## config.mk

```make
export PLATFORM = sky130hd
export DESIGN_NAME = ws2812_frame_sequencer
export DESIGN_NICKNAME = d
export VERILOG_FILES = /design/src/rtl/ws2812_frame_sequencer.sv
export SDC_FILE = /design/constraint.sdc
export NUM_CORES = 1
export LEC_CHECK = 0
export ABC_AREA = 1
export BUFFER_PORTS_ARGS = -buffer_cell sky130_fd_sc_hd__buf_2
export CAP_MARGIN = 30
export CORE_MARGIN = 2
export CORE_UTILIZATION = 44
export CTS_CLUSTER_SIZE = 14
export DETAILED_ROUTE_END_ITERATION = 10
export PLACE_DENSITY_LB_ADDON = 0.25
export REMOVE_ABC_BUFFERS = 1
export SYNTH_ARGS = -nofsm -noshare
export SYNTH_HDL_FRONTEND = slang
export SYNTH_SLANG_ARGS = --single-unit
export TNS_END_PERCENT = 30
```

## constraint.sdc

```tcl
create_clock -name clk -period 1.2 [get_ports clk]
set_input_delay 0.24 -clock clk [delete_from_list [all_inputs] [get_ports clk]]
set_output_delay 0.24 -clock clk [all_outputs]
set_load 0.03 [all_outputs]
```

## src/rtl/ws2812_frame_sequencer.sv

```systemverilog
// Frame sequencer for a WS2812 strip: one frame is NUM_LEDS pixel loads followed by one latch.
// Frames are requested by a flash-level edge or a refresh strobe and are paced by the driver's ready.
module ws2812_frame_sequencer #(
  parameter int NUM_LEDS = 10,
  parameter int IDX_W = 8,
  parameter logic [7:0] ON_R = 8'h3F,
  parameter logic [7:0] ON_G = 8'h3F,
  parameter logic [7:0] ON_B = 8'h3F
) (
  input  logic             clk,
  input  logic             rst,
  input  logic             enable,
  input  logic             flash_level,
  input  logic             refresh,
  input  logic             drv_ready,
  output logic             drv_load,
  output logic             drv_ws_reset,
  output logic [7:0]       drv_r,
  output logic [7:0]       drv_g,
  output logic [7:0]       drv_b,
  output logic             busy,
  output logic             frame_done,
  output logic [IDX_W-1:0] led_index
);

  typedef enum logic [2:0] {
    IDLE, LOAD, LOAD_WAIT, LATCH, LATCH_WAIT, DONE
  } state_t;

  localparam logic [IDX_W-1:0] LAST_IDX = IDX_W'(NUM_LEDS - 1);

  state_t state;
  logic   level_q;
  logic   pending;
  logic   guard;
  logic   request;

  assign request = (flash_level != level_q) || refresh;

  always_ff @(posedge clk or posedge rst) begin
    if (rst) begin
      state        <= IDLE;
      level_q      <= 1'b0;
      pending      <= 1'b0;
      guard        <= 1'b0;
      drv_load     <= 1'b0;
      drv_ws_reset <= 1'b0;
      drv_r        <= 8'h00;
      drv_g        <= 8'h00;
      drv_b        <= 8'h00;
      busy         <= 1'b0;
      frame_done   <= 1'b0;
      led_index    <= '0;
    end else begin
      level_q      <= flash_level;
      drv_load     <= 1'b0;
      drv_ws_reset <= 1'b0;
      frame_done   <= 1'b0;
      if (request) pending <= 1'b1;

      case (state)
        IDLE: begin
          // The frame start samples the level, so a request in this same cycle is already served.
          if (pending && enable && drv_ready) begin
            state     <= LOAD;
            pending   <= 1'b0;
            led_index <= '0;
            busy      <= 1'b1;
            drv_load  <= 1'b1;
            drv_r     <= flash_level ? ON_R : 8'h00;
            drv_g     <= flash_level ? ON_G : 8'h00;
            drv_b     <= flash_level ? ON_B : 8'h00;
          end
        end
        LOAD: begin
          state <= LOAD_WAIT;
          guard <= 1'b1;
        end
        LOAD_WAIT: begin
          // The driver drops ready a cycle late, so the first cycle here ignores ready.
          if (guard) begin
            guard <= 1'b0;
          end else if (drv_ready) begin
            if (led_index == LAST_IDX) begin
              state        <= LATCH;
              drv_ws_reset <= 1'b1;
            end else begin
              state     <= LOAD;
              led_index <= led_index + 1'b1;
              drv_load  <= 1'b1;
            end
          end
        end
        LATCH: begin
          state <= LATCH_WAIT;
          guard <= 1'b1;
        end
        LATCH_WAIT: begin
          if (guard) begin
            guard <= 1'b0;
          end else if (drv_ready) begin
            state      <= DONE;
            frame_done <= 1'b1;
          end
        end
        DONE: begin
          state <= IDLE;
          busy  <= 1'b0;
        end
        default: state <= IDLE;
      endcase
    end
  end

endmodule

```

## Yosys cells after proc, flatten, opt, wreduce, memory -nomap -nowiden

Index checks and enable logic that the tools add are counted.

| cells by class | value |
|---|---|
| $add $sub $neg | 1 |
| equality and inequality tests | 13 |
| muxes and demuxes | 31 |
| reduce and logical (&&, ||, !) cells | 13 |

Operators with widths:

| operator | count |
|---|---|
| 8-bit two-way mux | 4 |
| 8-bit case mux with 2 select lines | 1 |
| 1-bit two-way mux | 15 |
| 3-bit two-way mux | 5 |
| 3-bit case mux with 5 select lines | 1 |
| 2-bit inequality test, second input constant | 6 |
| 5-bit AND reduction | 2 |
| 8-bit by 1-bit adder with 8-bit output, second input constant | 1 |
| 8-bit by 4-bit == test with 1-bit output, second input constant | 1 |
| 3-bit by 2-bit == test with 1-bit output, second input constant | 2 |
| 3-bit == test, second input constant | 2 |
| 6-bit two-way mux | 1 |
| 1-bit case mux with 2 select lines | 3 |
| 2-bit nonzero test | 3 |
| 2-bit AND reduction | 2 |
| 2-bit OR reduction | 2 |
| 3-bit by 1-bit == test with 1-bit output, second input constant | 1 |
| 3-bit logical NOT | 1 |
| 1-bit logical AND | 2 |
| 2-bit two-way mux | 1 |
| 1-bit logical OR | 1 |
| 1-bit inequality test | 1 |

| storage, ports and cells | value |
|---|---|
| register bits after elaboration | 26 |
| input port bits | 6 |

## Depth between registers and ports, before layout

Gate-level depths: netlist of run 1.

| logic depth | value |
|---|---|
| depth in word-level cells | 5 |
| depth in mapped cells | 9 |
| mapped depth without buffers | 8 |

## Worst setup path after synthesis of run 1

OpenSTA, ideal clock, no wires.

| timing | value |
|---|---|
| path type | register to register |
| from | register led_index[0] |
| to | register led_index[5] |
| setup time | 0.074 ns |
| arrival time | 1.449 ns |
| setup slack | -0.323 ns |
| cell stages (with the launch flop) | 9 |
| period minus slack after synthesis | 1.523 ns |
| cell sequence | dfrtp_1 > ha_1 > nand3_1 > nor2_1 > nand2_2 > nand2_4 > buf_12 > nand2_2 > o21ai_2 |

| on the way | value |
|---|---|
| cells in the longest elaborated chain, start to end | 5 |
| elaborated cells on any way between the ends | 8 |
| classes of those cells | 1 x add/sub; 2 x eq/ne; 4 x mux; 1 x reduce/logical |

Ends and longest elaborated chain:

| item | RTL line | RTL |
|---|---|---|
| from (decl) | 23 | `output logic [IDX_W-1:0] led_index` |
| from (signal assigned) | 89 | `led_index <= led_index + 1'b1;` |
| 8-bit by 1-bit adder with 8-bit output | 89 |  |
| 8-bit two-way mux | 84 | `if (led_index == LAST_IDX) begin` |
| 8-bit two-way mux | 83 | `end else if (drv_ready) begin` |
| 8-bit two-way mux | 81 | `if (guard) begin` |
| 8-bit case mux with 2 select lines | 61 | `case (state)` |

Several ways; a longest one is shown, not always the timed one. The select of a mux whose other input is x is not followed.
A chain may end at the register's enable or synchronous reset.

## Final worst setup path of run 1

| timing | value |
|---|---|
| from | register led_index[0] |
| to | output port led_index[0] |

No word-level cell between the ends.

==> summary.md, run 1 <==
| Metric | Value |
|---|---|
| Clk_skew | 0.00724 ns |
| Max-cap violations | 0 |
| Hold Crit Class | primary input to register |
| Tot GR Track Use | 0.169 |
| PortBufs | 35 |
| Share of cells above drive strength 1 | 0.557 |
| TNS Setup | -2.77 ns |
| CP Cell Sequence | buf_6, buf_6, buf_6 |
| Synthesized area per cell | 8.24 sq um |
| Antenna Nets Post-Route | 0 |
| Initial antenna violation count | 0 |
| Area of the multi-input gates | 579 sq um |
| CP peak stage delay | 0.44 ns |
| Die height | 56.3 um |
| Violated checks | setup timing |
| Synth warn | 0 |
| Bufs on Longest Clock Path | 2 |
| Crit-path max FO | 3 |
| Final worst path period share | 1.12 |
| Fin area | 0.00171 sq mm |
| Die width | 56.3 um |
| Vias in the first global route | 993 |
| Pin count of the biggest net entering global routing | 20 |
| Rows | 18 |
| DRC | 0 |
| Initial Utilization | 0.477 |
| Yosys top cell area share | 0.395 |
| Diode count | 0 |
| Status | complete, but fails checks |
| Min Tclk post-route | 1.34 ns |
| Slowest stage cell, crit path | dfrtp_1 |
| Hold_ws | 0.0694 ns |
| Crit Path Class | register to primary output |
| TritonCTS clock tree | built |
| Startpoint types | register |
| Ys flop type | dfrtp_1 |
| Distinct cells, synth | 24 |
| Routed len/inst | 12.1 um |
| Cell taking the most area after synthesis | dfrtp_1 |
| Fin. max-slew vios | 0 |
| Post-Syn Instances | 146 |
| Final setup violation count | 34 |
| Count leader, synth | nand2_1 |
| EDFF count, synth | 0 |
| WP data arrival | 1.10 ns |
| Place WS | -0.196 ns |
| Hold violation count in the final report | 0 |
| Pleak | 0.863 nW |
| Via count | 1040 |
| Cell Area, Placed | 0.00140 sq mm |
| Filler instances | 205 |
| Area contributors post-synth | dfrtp_1, buf_4, nand2_1 |
| Clock root buffer | clkbuf_4 |
| H-tree depth | 1 |
| Global-route wire length before repair | 4210 um |
| Critical Path RT | 0.96 ns |
| Detailed Routing Iterations Pass 1 | 4 |
| Nets | 203 |
| Area Growth Syn to Fin | 41.9% |
| RSZ-0062 raised after global routing | yes |
| GPL Wtd Cong | 0.768 |
| Max Clk Rate | 745 MHz |
| Synth cell count leaders | nand2_1, buf_4, dfrtp_1 |
| Nature of the critical path endpoint | primary output |
| GR Overflow Total | 0 |
| Seq. cell area | 478 sq um |
| Clk slew on worst S/H paths | 0.12 ns |
| Mapped Area | 0.00120 sq mm |
| Setup ws final | -0.141 ns |
| DR vias/cell | 4.64 |
| Crit path top cell by count | buf_6 |
| Worst skew pair latency | 0.30 ns |
| Io pins | 42 |
| Routed WL | 2710 um |
| DRT iter0 DRCs | 17 |
| Post-synth ARST share | 1.00 |
| DPL Wire Length | 1900 um |
| Power Density | 2060 mW/mm^2 |
| #FFs+latches synth | 19 |
| Final core occ | 0.677 |
| Post-synthesis sequential area ratio | 0.395 |
| Core Box Area | 0.00252 sq mm |
| Peak supply drop | 1790 uV |
| TritonCTS Sinks | 19 |
| Die area | 0.00317 sq mm |
| Clock buffer count from CTS | 3 |
cells in the final DEF, fill, tap and decap left out, types with 2 or more instances in the layout:
master	synthesis	routed
nor2_1	13	9
buf_4	23	15
clkbuf_4	0	3
o21ai_0	5	3
conb_1	1	6
dfrtp_1	19	17
nand2_2	10	13
dfrtp_2	0	2
nand3_2	0	2
o21bai_1	2	2
nand2_1	25	21
nor2_2	2	4
a21oi_1	3	2
o21ai_1	0	2
buf_2	0	20
or2_2	2	2
o21ai_2	6	6
buf_6	0	27
nor2_4	0	2
nand3_1	11	9
inv_2	1	3
inv_1	12	10
repair_timing:
| action | 4_1_cts | 5_1_grt |
|---|---|---|
| hold endpoints to repair | 19 | 0 |
| endpoints found under the setup margin | 36 | 38 |
| hold buffers | 1 | 0 |
| gates resized for setup | 36 | 41 |
| setup buffers | 1 | 5 |
| pin swaps | 6 | 7 |
final timing paths:
path,startpoint,end,slack [ns],cells past startpoint
min in group asynchronous,rst,level_q$_DFF_PP0_,0.48,4
max reg2reg,led_index[1]$_DFFE_PP0P_,led_index[7]$_DFFE_PP0P_,-0.10,8
max in group asynchronous,rst,state[0]$_DFFE_PP0P_,0.49,4
max,led_index[0]$_DFFE_PP0P_,led_index[0],-0.14,3
min,flash_level,level_q$_DFF_PP0_,0.07,1
min reg2reg,guard$_DFFE_PP0P_,guard$_DFFE_PP0P_,0.53,2
final cells by class:
cell class / instances / share of cell area
Multi-Input combinational cell: 94 / 0.339
Timing Repair Buffer: 63 / 0.309
Sequential cell: 19 / 0.280
Inverter: 14 / 0.0337
Tap cell: 30 / 0.0220
Clock buffer: 3 / 0.0132
Clock inverter: 1 / 0.00293
layer usage:
metal | wire, um | global-route usage | vias to the layer above
met3 | 84 | 0.0207 | 8
met1 | 1040 | 0.184 | 479
met2 | 1480 | 0.319 | 23
met4 | 99 | 0.0816 | 0
met5 | 0 | 0 | -
li1 | - | - | 530
cell families (layout without fill, tap and decap cells):
logic type      count (synthesis)  count (layout)  share of synthesized area
xor+xnor                        1               1                    0.00729
buf+inv                        38              81                      0.208
compound gates                 18              18                      0.104
flops                          19              19                      0.395
simple gates                   67              67                      0.261
fa+ha+maj                       2               2                     0.0208
other cells                     1               6                    0.00312
state kept, by name, summed over array words and instances (netlist names):
name          flops
drv_load          1
level_q           1
guard             1
drv_ws_reset      1
state             3
led_index         8
busy              1
drv_b             1
frame_done        1
pending           1
report_power, final:
group	internal, W	total (W)	switching, W	leakage, nW
registers	0.000782	0.000912	0.000130	0.245
clock network	0.000124	0.000338	0.000213	0.0177
logic	0.000853	0.00226	0.00141	0.601
total	0.00176	0.00351	0.00176	0.863
worst max-delay path, delay by kind of cell (launching register included):
family                 cells  cell delay [ns]
buffers and inverters      3             0.37
DFF                        1             0.44
through the flow:
stage,total power (W),cells
finish,0.00351,224
CTS,0.00323,219
global route,0.00372,224
detailed placement,0.00279,213
floorplan,0.00176,127
global placement,0.00276,213
Note: power is estimated with default switching activity, not from simulation.
==> run 2, diff against run 1 <==
- GPL_TIMING_DRIVEN: not set -> 0
==> summary.md, run 2 (synthesis results as in run 1) <==
| Metric | Value |
|---|---|
| DPL Wire Length | 1530 um |
| Hold buffers post-CTS | 0 |
| Critical Path RT | 0.96 ns |
| Clock buffer count from CTS | 3 |
| Routed WL | 2820 um |
| H-tree depth | 1 |
| CP Cell Sequence | buf_4, buf_6 |
| Placed cells | 192 |
| Seq. cell area | 484 sq um |
| RSZ-0062 raised after global routing | yes |
| Area of the multi-input gates | 627 sq um |
| Share of cells above drive strength 1 | 0.555 |
| Filler instances | 196 |
| Power Density | 2300 mW/mm^2 |
| Hold Crit Class | primary input to asynchronous set/reset pin |
| Status | complete, but fails checks |
| Final core occ | 0.659 |
| Core Box Area | 0.00252 sq mm |
| Final worst path period share | 1.07 |
| Most flops, register | led_index |
| Fin. max-slew vios | 0 |
| Nature of the critical path endpoint | primary output |
| Most common cell after layout, fill and taps aside | buf_6 |
| Min Tclk post-route | 1.29 ns |
| Sw Pwr | 0.00190 W |
| Non-Filler Instances | 212 |
| GR Overflow Total | 0 |
| Slew at the pin closest to its max-slew limit | 0.741 ns |
| Crit-path max FO | 5 |
| Vias in the first global route | 995 |
| Flop-to-flop setup slack | -0.05 ns |
| Clock root buffer | clkbuf_4 |
| DR vias/cell | 4.81 |
| CP Buf/Inv Count | 2 |
| Setup ws final | -0.0889 ns |
| Detailed Routing Iterations Pass 1 | 4 |
| Slew Limit Headroom | 0.506 |
| Crit Path Class | register to primary output |
| WP data arrival | 1.05 ns |
| Critical Path Stages | 2 |
| Pleak | 0.813 nW |
| Clk slew on worst S/H paths | 0.11 ns |
| Hold violation count in the final report | 0 |
| Biggest regs | led_index: 8 flops, state: 3 flops |
| Routed len/inst | 13.3 um |
| Violated checks | setup timing |
| Combinational cell fraction of total power | 0.666 |
| TritonCTS clock tree | built |
| Reg-to-reg endpoint | led_index[3]$_DFFE_PP0P_ |
| Io pins | 42 |
| Nets | 191 |
| Worst reg2reg path depth | 6 |
| Diode count | 0 |
| CP peak stage delay | 0.44 ns |
| Bufs on Longest Clock Path | 2 |
| Cell Int Power | 0.00193 W |
| Place WS | -0.293 ns |
| Reg power frac | 0.246 |
| Tot GR Track Use | 0.177 |
| Die height | 56.3 um |
| CP delay by family, top | flip-flops |
| DRC | 0 |
| Die area | 0.00317 sq mm |
| Pin count of the biggest net entering global routing | 20 |
| Clock network power share | 0.088 |
| Rows | 18 |
| Area Growth Syn to Fin | 38.3% |
| Max-cap violations | 0 |
| Max reg flops | 8 |
| TritonCTS Sinks | 19 |
| Via count | 1020 |
| GPL Wtd Cong | 0.911 |
| RR Startpoint | state[0]$_DFFE_PP0P_ |
| DRT iter0 DRCs | 13 |
| Sw frac | 0.496 |
| Global-route wire length before repair | 4460 um |
| Die width | 56.3 um |
| Initial Utilization | 0.477 |
| Final setup violation count | 29 |
| TNS Setup | -1.85 ns |
| Slowest stage cell, crit path | dfrtp_2 |
| Peak supply drop | 1850 uV |
| Startpoint types | register |
| Clk_skew | 0.0141 ns |
| PortBufs | 35 |
| Max Clk Rate | 776 MHz |
| Antenna Nets Post-Route | 0 |
| Most frequent cells in the layout | buf_6, nand2_1, buf_4 |
| Worst skew pair latency | 0.31 ns |
| Initial antenna violation count | 0 |
## run 2: changes by cell type in the layout (fill, tap and decap cells not counted), sizes merged
cell,before,now
clkinv,2,1
dlygate4sd3,1,0
clkbuf,3,4
buf,62,50
nand2,36,37
## run 2: worst max-delay path by stage
| stage | from | to | slack [ns] |
|---|---|---|---|
| 6_report | drv_b[4]$_DFFE_PP0P_ | drv_r[1] | -0.09 |
| 3_3_place_gp | led_index[1]$_DFFE_PP0P_ | led_index[7]$_DFFE_PP0P_ | -0.27 |
| 3_5_place_dp | led_index[1]$_DFFE_PP0P_ | led_index[7]$_DFFE_PP0P_ | -0.29 |
| 4_1_cts | drv_b[4]$_DFFE_PP0P_ | drv_g[4] | -0.07 |
| 5_1_grt | led_index[6]$_DFFE_PP0P_ | led_index[7]$_DFFE_PP0P_ | -0.15 |
| 2_1_floorplan | drv_b[4]$_DFFE_PP0P_ | drv_b[4]$_DFFE_PP0P_ | -2.65 |
## run 2: final cells by class
type | instances | share of cell area
clock buffers | 4 | 0.0158
repair buffers | 50 | 0.259
well taps | 30 | 0.0226
flip-flops and latches | 19 | 0.291
multi-input cells | 95 | 0.377
inverters | 14 | 0.0346
## run 2: per-stage QoR
| step | area (sq um) | total power, W | hold slack (ns) |
|---|---|---|---|
| 2_1_floorplan | 1030 | 0.00176 | 0.191 |
| 3_3_place_gp | 1240 | 0.00258 | 0.390 |
| 3_5_place_dp | 1240 | 0.00260 | 0.393 |
| 4_1_cts | 1570 | 0.00363 | 0.0706 |
| 5_1_grt | 1660 | 0.00403 | 0.0473 |
| 6_report | 1660 | 0.00382 | 0.0370 |
## run 2: metal layers
metal,GRT usage,wire length [um]
met1,0.193,1080
met5,0,0
met4,0.0102,11
met3,0.0484,124
met2,0.350,1610
## run 2: repair_timing
action | CTS | global route
buffers inserted | 9 | 6
pin swaps | 7 | 2
setup endpoints to repair | 35 | 40
gates resized for setup | 72 | 15
gates cloned | 1 | 0
## run 2: power groups by stage
| stage | sequential [W] | combinational [W] | clock (W) |
|---|---|---|---|
| final | 0.000941 | 0.00255 | 0.000337 |
| after global routing | 0.000952 | 0.00269 | 0.000388 |
| after CTS | 0.000917 | 0.00237 | 0.000336 |
| after detailed placement | 0.000950 | 0.00165 | 0 |
| after global placement | 0.000945 | 0.00164 | 0 |
| after floorplan | 0.00121 | 0.000549 | 0 |
